===== src/rtl/wrr_merger_pkg.sv =====
// Shared types and elaboration helpers for the weighted round-robin FIFO merger.
package wrr_merger_pkg;

  typedef enum logic [0:0] {
    IDLE  = 1'b0,
    SERVE = 1'b1
  } state_e;

  function automatic int clog2(input int value);
    int r;
    r = 0;
    for (int i = 0; i < 31; i++) begin
      r = ((32'sd1 <<< i) < value) ? (i + 1) : r;
    end
    return r;
  endfunction

  // Legal configuration: 2..16 channels and a tag wide enough to name each one.
  function automatic bit tag_width_ok(input int channels, input int tag_width);
    return (channels >= 2) && (channels <= 16) && (tag_width >= clog2(channels));
  endfunction

endpackage


===== src/rtl/rr_priority_pick.sv =====
// Rotating find-first-set: returns the first requesting channel after ptr_i, wrapping.
module rr_priority_pick
  import wrr_merger_pkg::*;
#(
  parameter int CHANNELS  = 10,
  parameter int TAG_WIDTH = 4
) (
  input  logic [CHANNELS-1:0]  req_i,
  input  logic [TAG_WIDTH-1:0] ptr_i,
  output logic [TAG_WIDTH-1:0] idx_o,
  output logic                 found_o
);

  int   best_s;
  int   dist_s;
  logic hit_s;

  // Pick the requester with the smallest rotational distance from ptr_i.
  always_comb begin
    best_s  = CHANNELS;
    dist_s  = 0;
    hit_s   = 1'b0;
    idx_o   = '0;
    found_o = 1'b0;
    for (int c = 0; c < CHANNELS; c++) begin
      dist_s  = (c > int'(ptr_i)) ? (c - int'(ptr_i) - 32'sd1)
                                  : (c - int'(ptr_i) - 32'sd1 + CHANNELS);
      hit_s   = req_i[c] && (dist_s < best_s);
      best_s  = hit_s ? dist_s : best_s;
      idx_o   = hit_s ? TAG_WIDTH'(c) : idx_o;
      found_o = found_o | hit_s;
    end
  end

endmodule


===== src/rtl/wrr_fifo_merger.sv =====
// Weighted round-robin merger of FWFT source FIFOs into one registered valid/ready stream.
// Optional macro WRR_CHANNEL_TAG_EN places the channel tag in the top bits of DATA_OUT.
module wrr_fifo_merger
  import wrr_merger_pkg::*;
#(
  parameter int CHANNELS     = 10,
  parameter int DATA_WIDTH   = 32,
  parameter int WEIGHT_WIDTH = 4,
  parameter int TAG_WIDTH    = 4
) (
  input  logic                             BUS_CLK,
  input  logic                             BUS_RST,
  input  logic [CHANNELS-1:0]              WRITE_REQ,
  input  logic [CHANNELS-1:0]              HOLD_REQ,
  input  logic [CHANNELS*DATA_WIDTH-1:0]   DATA_IN,
  input  logic [CHANNELS*WEIGHT_WIDTH-1:0] WEIGHT,
  output logic [CHANNELS-1:0]              READ_GRANT,
  input  logic                             READY_OUT,
  output logic                             WRITE_OUT,
  output logic [DATA_WIDTH-1:0]            DATA_OUT,
  output logic [TAG_WIDTH-1:0]             ACTIVE_CH
);

  if (!tag_width_ok(CHANNELS, TAG_WIDTH)) begin : g_bad_cfg
    $error("wrr_fifo_merger: CHANNELS must be 2..16 and TAG_WIDTH >= clog2(CHANNELS)");
  end

  state_e                  state_q, state_d;
  logic [TAG_WIDTH-1:0]    ptr_q, ptr_d;
  logic [TAG_WIDTH-1:0]    cur_q, cur_d;
  logic [WEIGHT_WIDTH-1:0] quota_q, quota_d;
  logic                    wout_q, wout_d;
  logic [DATA_WIDTH-1:0]   dout_q, dout_d;

  logic [TAG_WIDTH-1:0]    pick_idx_s;
  logic                    pick_found_s;
  logic                    req_cur_s;
  logic                    hold_cur_s;
  logic [DATA_WIDTH-1:0]   din_cur_s;
  logic [WEIGHT_WIDTH-1:0] wt_pick_s;
  logic [WEIGHT_WIDTH-1:0] quota_dec_s;
  logic [DATA_WIDTH-1:0]   load_word_s;
  logic                    load_en_s;
  logic                    grant_s;

  rr_priority_pick #(
    .CHANNELS  (CHANNELS),
    .TAG_WIDTH (TAG_WIDTH)
  ) u_pick (
    .req_i   (WRITE_REQ),
    .ptr_i   (ptr_q),
    .idx_o   (pick_idx_s),
    .found_o (pick_found_s)
  );

  // Per-channel muxes for the served channel and the channel being selected.
  always_comb begin
    req_cur_s  = 1'b0;
    hold_cur_s = 1'b0;
    din_cur_s  = '0;
    wt_pick_s  = '0;
    for (int c = 0; c < CHANNELS; c++) begin
      req_cur_s  = (cur_q == TAG_WIDTH'(c)) ? WRITE_REQ[c] : req_cur_s;
      hold_cur_s = (cur_q == TAG_WIDTH'(c)) ? HOLD_REQ[c] : hold_cur_s;
      din_cur_s  = (cur_q == TAG_WIDTH'(c)) ? DATA_IN[c*DATA_WIDTH +: DATA_WIDTH] : din_cur_s;
      wt_pick_s  = (pick_idx_s == TAG_WIDTH'(c)) ? WEIGHT[c*WEIGHT_WIDTH +: WEIGHT_WIDTH]
                                                 : wt_pick_s;
    end
  end

  assign load_en_s   = !wout_q | READY_OUT;
  assign grant_s     = (state_q == SERVE) & req_cur_s & load_en_s;
  assign quota_dec_s = (quota_q == '0) ? '0 : (quota_q - WEIGHT_WIDTH'(1'b1));

`ifdef WRR_CHANNEL_TAG_EN
  assign load_word_s = {cur_q, din_cur_s[DATA_WIDTH-TAG_WIDTH-1:0]};
`else
  assign load_word_s = din_cur_s;
`endif

  // Pop strobe is combinational so the source sees it in the cycle its word is taken.
  always_comb begin
    READ_GRANT = '0;
    for (int c = 0; c < CHANNELS; c++) begin
      READ_GRANT[c] = grant_s & (cur_q == TAG_WIDTH'(c));
    end
  end

  // Channel selection, quota accounting and burst/packet exit.
  always_comb begin
    state_d = state_q;
    ptr_d   = ptr_q;
    cur_d   = cur_q;
    quota_d = quota_q;
    case (state_q)
      IDLE: begin
        if (pick_found_s) begin
          state_d = SERVE;
          cur_d   = pick_idx_s;
          quota_d = (wt_pick_s == '0) ? WEIGHT_WIDTH'(1'b1) : wt_pick_s;
        end else begin
          state_d = IDLE;
        end
      end
      SERVE: begin
        quota_d = grant_s ? quota_dec_s : quota_q;
        if (!hold_cur_s && ((grant_s && (quota_dec_s == '0)) || !req_cur_s)) begin
          state_d = IDLE;
          ptr_d   = cur_q;
        end else begin
          state_d = SERVE;
        end
      end
      default: state_d = IDLE;
    endcase
  end

  // One-entry output register: load on grant, drain when consumed without reload.
  always_comb begin
    if (grant_s) begin
      wout_d = 1'b1;
      dout_d = load_word_s;
    end else if (READY_OUT) begin
      wout_d = 1'b0;
      dout_d = dout_q;
    end else begin
      wout_d = wout_q;
      dout_d = dout_q;
    end
  end

  // State registers; ptr resets to the last channel so channel 0 wins first.
  always_ff @(posedge BUS_CLK or posedge BUS_RST) begin
    if (BUS_RST) begin
      state_q <= IDLE;
      ptr_q   <= TAG_WIDTH'(CHANNELS - 1);
      cur_q   <= '0;
      quota_q <= '0;
      wout_q  <= 1'b0;
      dout_q  <= '0;
    end else begin
      state_q <= state_d;
      ptr_q   <= ptr_d;
      cur_q   <= cur_d;
      quota_q <= quota_d;
      wout_q  <= wout_d;
      dout_q  <= dout_d;
    end
  end

  assign WRITE_OUT = wout_q;
  assign DATA_OUT  = dout_q;
  assign ACTIVE_CH = cur_q;

endmodule


===== config.mk =====
export PLATFORM = sky130hd
export DESIGN_NAME = wrr_fifo_merger
export DESIGN_NICKNAME = d
export VERILOG_FILES = /design/src/rtl/wrr_merger_pkg.sv /design/src/rtl/rr_priority_pick.sv /design/src/rtl/wrr_fifo_merger.sv
export SDC_FILE = /design/constraint.sdc
export NUM_CORES = 1
export LEC_CHECK = 0
export CELL_PAD_IN_SITES_DETAIL_PLACEMENT = 1
export CELL_PAD_IN_SITES_GLOBAL_PLACEMENT = 2
export CORE_UTILIZATION = 26
export DETAILED_ROUTE_END_ITERATION = 16
export HOLD_SLACK_MARGIN = 0.03
export PLACE_DENSITY = 0.95
export SKIP_LAST_GASP = 1
export SYNTH_ARGS = -nofsm -noshare
export SYNTH_HDL_FRONTEND = slang
export SYNTH_HIERARCHICAL = 1
export SYNTH_SLANG_ARGS = --single-unit

===== constraint.sdc =====
create_clock -name BUS_CLK -period 37.6 [get_ports BUS_CLK]
set_input_delay 7.52 -clock BUS_CLK [delete_from_list [all_inputs] [get_ports BUS_CLK]]
set_output_delay 7.52 -clock BUS_CLK [all_outputs]
set_load 0.02 [all_outputs]

=== Word-level counts from Yosys, hierarchy flattened ===
Index checks and enable logic that the tools add are counted.

* Flip-flop bits (word level): 46
* Output and inout bits: 47
* Word-level logic and storage cells: 201

* Equality and inequality tests: 20
* Reductions and logical operators: 25
* Multiplexer cells: 77
* Add/subtract/negate cells: 31
* Bitwise gates (word level): 23
* $lt $le $gt $ge: 19

{| class="wikitable"
|+ Operators by type and width
! operator !! count
|-
| 32-bit two-way mux || 28
|-
| 32-bit by 5-bit adder with 32-bit output (second input constant) || 10
|-
| 32-bit by 2-bit subtractor with 32-bit output (second input constant) || 10
|-
| 32-bit less-than comparator || 9
|-
| 4-bit two-way mux || 22
|-
| 4-bit by 3-bit == test with 1-bit output (second input constant) || 8
|-
| 32-bit by 5-bit less-than comparator with 1-bit output (second input constant) || 1
|-
| 1-bit two-way mux || 25
|-
| 4-bit zero test || 5
|-
| 3-bit by 4-bit subtractor with 5-bit output (first input constant) || 4
|-
| 4-bit by 2-bit == test with 1-bit output (second input constant) || 4
|-
| 4-bit == test (second input constant) || 4
|-
| 3-bit by 4-bit greater-than comparator with 1-bit output (first input constant) || 4
|-
| 1-bit AND || 12
|-
| 1-bit logical AND || 12
|-
| 1-bit OR || 10
|-
| 1-bit by 4-bit subtractor with 5-bit output (first input constant) || 2
|-
| 2-bit by 4-bit subtractor with 5-bit output (first input constant) || 2
|-
| 4-bit by 4-bit subtractor with 5-bit output (first input constant) || 2
|-
| 4-bit by 1-bit == test with 1-bit output (second input constant) || 2
|-
| 2-bit by 4-bit greater-than comparator with 1-bit output (first input constant) || 2
|-
| 4-bit greater-than comparator (first input constant) || 2
|-
| 4-bit case mux with 2 select lines || 1
|-
| 2-bit AND reduction || 3
|-
| 9 further kinds || 11
|}

=== Depth between registers and ports, before layout ===
* Depth after elaboration: 48
* Mapped depth: 116
* Depth with buffers taken out: 104

=== Modules after synthesis ===
The synthesis kept the hierarchy.

{| class="wikitable"
|+ Modules (own cells, without submodules)
! module !! area each (um^2) !! cells an instance !! instances
|-
| rr_priority_pick || 5900.7 || 866 || 1
|-
| wrr_fifo_merger || 5237.5 || 665 || 1
|}

=== Worst setup path before layout ===
No wires, ideal clock.

* Kind: input-to-reg
* Start point: input WRITE_REQ[0]
* End point: register quota_q[0]
* Buffers on the path: 9
* Cell stages on the path: 93
* Arrival time: 25.796 ns
* Path slack: 11.680 ns
* Cells stage by stage: clkbuf_1 -> nand3_1 -> o21bai_1 -> ha_1 -> nor4bb_1 -> o2111ai_1 -> a21boi_0 -> a32oi_2 -> clkbuf_1 -> o21ai_0 -> ha_1 -> a21oi_1 -> o21ai_0 -> nor3_1 -> o21ai_0 -> a21oi_2 -> clkbuf_1 -> a21oi_1 -> (+57 left out) -> nor2b_1 -> mux2_4 -> o311a_1 -> buf_6 -> nor2_2 -> ha_1 -> and4_1 -> nor3b_1 -> a2111oi_0 -> a211oi_1 -> nand2b_1 -> a211oi_1 -> or3b_2 -> o22ai_1 -> a211oi_1 -> nand2_1 -> o2bb2ai_1 -> mux2_2

* Word-level cells in the longest chain between the ends: 44
* Elaborated cells between the ends (all ways): 85
* Classes of those cells: order compare (9); eq/ne (11); mux (41); bitwise (11); reduce/logical (13)

{| class="wikitable"
|+ Ends and longest elaborated chain
! element !! RTL line !! RTL
|-
| from (decl) || wrr_fifo_merger.sv:13 || <nowiki>input logic [CHANNELS-1:0] WRITE_REQ,</nowiki>
|-
| 1-bit logical AND (*) || rr_priority_pick.sv:28 || <nowiki>hit_s = req_i[c] && (dist_s < best_s);</nowiki>
|-
| 32-bit two-way mux (*) || rr_priority_pick.sv:29 || <nowiki>best_s = hit_s ? dist_s : best_s;</nowiki>
|-
| 32-bit less-than comparator || rr_priority_pick.sv:28 ||
|-
| 1-bit logical AND || rr_priority_pick.sv:28 ||
|-
| 32-bit two-way mux (*) || rr_priority_pick.sv:29 ||
|-
| 32-bit less-than comparator || rr_priority_pick.sv:28 ||
|-
| 1-bit logical AND || rr_priority_pick.sv:28 ||
|-
| 32-bit two-way mux || rr_priority_pick.sv:29 ||
|-
| (+21 left out) || n/a ||
|-
| named net pick_idx_s[1] || wrr_fifo_merger.sv:35 || <nowiki>logic [TAG_WIDTH-1:0] pick_idx_s;</nowiki>
|-
| 4-bit zero test || wrr_fifo_merger.sv:66 || <nowiki>wt_pick_s = (pick_idx_s == TAG_WIDTH'(c)) ? WEIGHT[c*WEIGHT_WIDTH +: WEIGHT_WIDTH]</nowiki>
|-
| 4-bit two-way mux (9 in series) || wrr_fifo_merger.sv:66 ||
|-
| 4-bit two-way mux (*) || wrr_fifo_merger.sv:66 ||
|-
| 4-bit zero test || wrr_fifo_merger.sv:100 || <nowiki>quota_d = (wt_pick_s == '0) ? WEIGHT_WIDTH'(1'b1) : wt_pick_s;</nowiki>
|-
| 4-bit two-way mux (*) || wrr_fifo_merger.sv:100 ||
|-
| 4-bit two-way mux (*) || wrr_fifo_merger.sv:97 || <nowiki>if (pick_found_s) begin</nowiki>
|-
| 4-bit case mux with 2 select lines (*) || wrr_fifo_merger.sv:95 || <nowiki>case (state_q)</nowiki>
|-
| to (signal assigned) || wrr_fifo_merger.sv:145 || <nowiki>quota_q <= quota_d;</nowiki>
|-
| to (decl) || wrr_fifo_merger.sv:31 || <nowiki>logic [WEIGHT_WIDTH-1:0] quota_q, quota_d;</nowiki>
|}

The timed path passes the listed nets; every way through them passes the cells marked *. The select of a mux whose other input is x is not followed.
A chain may end at the register's enable or synchronous reset.

=== Worst setup path after layout ===
* Start point: input WRITE_REQ[0]
* End point: register quota_q[0]

* Word-level cells in the longest chain between the ends: 44
* Elaborated cells between the ends (all ways): 85
* Classes of those cells: order compare (9); eq/ne (11); mux (41); bitwise (11); reduce/logical (13)

{| class="wikitable"
|+ Ends and longest elaborated chain
! element !! RTL line
|-
| 1-bit logical AND (*) || rr_priority_pick.sv:28
|-
| 32-bit two-way mux (*) || rr_priority_pick.sv:29
|-
| 32-bit less-than comparator || rr_priority_pick.sv:28
|-
| 1-bit logical AND || rr_priority_pick.sv:28
|-
| 32-bit two-way mux || rr_priority_pick.sv:29
|-
| 32-bit less-than comparator || rr_priority_pick.sv:28
|-
| 1-bit logical AND || rr_priority_pick.sv:28
|-
| 32-bit two-way mux || rr_priority_pick.sv:29
|-
| (+21 left out) || n/a
|-
| named net pick_idx_s[0] || wrr_fifo_merger.sv:35
|-
| 4-bit zero test || wrr_fifo_merger.sv:66
|-
| 4-bit two-way mux (9 in series) || wrr_fifo_merger.sv:66
|-
| 4-bit two-way mux (*) || wrr_fifo_merger.sv:66
|-
| 4-bit zero test || wrr_fifo_merger.sv:100
|-
| 4-bit two-way mux (*) || wrr_fifo_merger.sv:100
|-
| 4-bit two-way mux (*) || wrr_fifo_merger.sv:97
|-
| 4-bit case mux with 2 select lines (*) || wrr_fifo_merger.sv:95
|}

Marks and branches as above.

==> flow_summary.json <==
{
  "grt_max_degree": 58,
  "period_needed_ns": 29.98,
  "synth_fp_nets": 2015,
  "relSlewSlack": 0.213,
  "htreeDepth": 2,
  "grt_pass1_wl_um": 90300,
  "routed_wl_um": 61300,
  "r2r-start": "ptr_q[0]",
  "rsz0062_at_grt": "false",
  "initial_utilization": 0.264,
  "finalHoldViolCount": 0,
  "fmax_ghz": 0.0334,
  "final_nets": 2371,
  "dp_hpwl_um": 50900,
  "drv_slew": 0,
  "slowest_delay_ns": 0.91,
  "dieArea_mm2": 0.0437,
  "ys_types": 111,
  "min_period_over_period": 0.797,
  "via_count": 13695,
  "status": "finished clean",
  "cts_buffer_depth": 2,
  "area_delta_synth_final_pct": 43.1,
  "synthArstFlopShare": 1.00,
  "drc": 0,
  "gr-usage-met2": 0.512,
  "final_common_cell": "clkdlybuf4s50_1",
  "synth_seq_cells": 46,
  "clkTransAtPathRegs_ns": 0.08,
  "post-cts-setup-buffers": 0,
  "place_congestion": 0.913,
  "syn_area_mm2": 0.0111,
  "cts_buffers": 5,
  "crit_path_end_kind": "flip-flop",
  "layout_common_cells": "clkdlybuf4s50_1 (429), nand2_1 (158), o21ai_0 (140), nor2_1 (137), a21oi_1 (133)",
  "row_count": 75,
  "vias_per_cell": 5.62,
  "fp.dieW_um": 209,
  "firstDrtPassIters": 5,
  "synth-edff-count": 0,
  "ys.flop_type": "dfrtp_1",
  "met1_usage": 0.303,
  "setup_viol": 0,
  "cts_sinks": 46,
  "clock_latency_ns": 0.30,
  "drt_iter0_drc": 728,
  "drv_cap": 0,
  "core_mm2": 0.0421,
  "clock_skew_ns": 0.00898,
  "arrival_ns": 30.22,
  "hp-start": "DATA_OUT[23]",
  "io_buffers": 429,
  "worst_pin_slew_ns": 1.18,
  "ctsResizeCount": 0,
  "hold_path_class": "flip-flop to flip-flop",
  "grt_use_total": 0.272,
  "setup_tns_ns": 0,
  "io_pins": 430,
  "required_ns": 37.84,
  "startpoint_type": "input pin",
  "antenna_found_initial": 17,
  "gr-total-overflow": 0,
  "drive_above_1_share": 0.0736,
  "wl_per_cell_um": 25.2,
  "grt_pass1_vias": 14302,
  "critical_path_class": "input pin to flip-flop",
  "critPathMaxFanout": 21,
  "slowest_stage": "nor3_1",
  "synth.avg_cell_area_um2": 7.28,
  "seq_area_frac_synth": 0.104,
  "cts_tree": "done",
  "fillers": 5139,
  "ctsRootBufferMaster": "clkbuf_16",
  "startpoint": "WRITE_REQ[0]",
  "gr-usage-met3": 0.0373,
  "die_h_um": 209,
  "synth_warnings": 6,
  "ant_nets": 0,
  "holdBufCountCts": 0,
  "synth_cells": 1531,
  "grt.busiest_layer": "met2"
}
[sequential cells by signal (all words and copies together), names as in the netlist]
name,count
ptr_q,4
WRITE_OUT,1
quota_q,4
state_q,1
ACTIVE_CH,4
DATA_OUT,32
[layer usage]
layer  routed length [µm]  vias up
met4                 2620       10
met3                 2770       98
met2                32300      421
li1                     -     6432
met5                   62        -
met1                23600     6734
[cell type report]
type	count	area [µm²]	area share
Sequential cell	46	1160	0.0731
Inverter	57	214	0.0134
Timing Repair Buffer	447	4430	0.278
Antenna cell	9	22.5	0.00141
Clock inverter	3	21.3	0.00133
Tap cell	539	674	0.0423
Clock buffer	5	125	0.00785
Multi-Input combinational cell	1330	9290	0.583
[logic make-up after synthesis]
logic type | after synthesis | share of synthesized area
buffers and inverters | 155 | 0.0639
AOI/OAI and AO/OA | 554 | 0.333
muxes | 113 | 0.114
adders and majority gates | 101 | 0.113
xor gates and xnor gates | 63 | 0.0543
DFF | 46 | 0.104
and+or+nand+nor | 499 | 0.217
[synthesized netlist by cell type, types with 17 or more instances]
cell	count	area (µm²)
a21oi_1	133	666
nor3_1	30	150
nand2_1	158	593
mux2_2	21	236
nand2b_1	17	106
a221oi_1	25	219
a211oi_1	19	143
nand3_1	32	160
o21ai_0	140	701
mux2_4	17	255
a21o_1	25	188
nor2_1	137	514
a31oi_1	22	138
dfrtp_1	44	1100
o22ai_1	25	156
mux2i_1	71	711
ha_1	101	1260
buf_2	28	140
clkbuf_1	53	199
a22oi_1	28	210
inv_1	51	191
xnor2_1	44	385
nor2b_1	26	163
[stage by stage]
step | hold slack (ns) | cell area [µm²] | setup slack, ns | util | cells
after CTS | 0.513 | 15900 | 7.90 | 0.378 | 2427
after floorplan | 0.538 | 11100 | 11.68 | - | 1531
final | 0.513 | 15900 | 7.62 | 0.378 | 2436
after global routing | 0.533 | 15900 | 5.48 | 0.378 | 2435
after detailed placement | 0.497 | 15800 | 7.66 | 0.374 | 2419
after global placement | 0.491 | 15800 | 8.79 | 0.374 | 2419
[worst max-delay path, delay by kind of cell]
kind                       cells  cell delay (ns)
AOI/OAI and AO/OA             42            11.26
adders and majority gates      9             2.64
and+or+nand+nor               27             6.07
muxes                          5             1.70
buffers and inverters          3             1.01
[path summary, 6_finish.rpt]
kind / endpoint / slack [ns] / cells after the start
hold / removal: DATA_OUT[23] / 0.51 / 1
hold reg to reg: DATA_OUT[23] / 0.51 / 1
min in group asynchronous: DATA_OUT[22] / 7.70 / 3
max in group asynchronous: ACTIVE_CH[0] / 29.38 / 3
setup / recovery: quota_q[0] / 7.62 / 86
setup reg to reg: quota_q[0] / 12.29 / 93
Power is not shown: default switching activity piles up to over one toggle a cycle in this logic, so the estimate is an artifact.
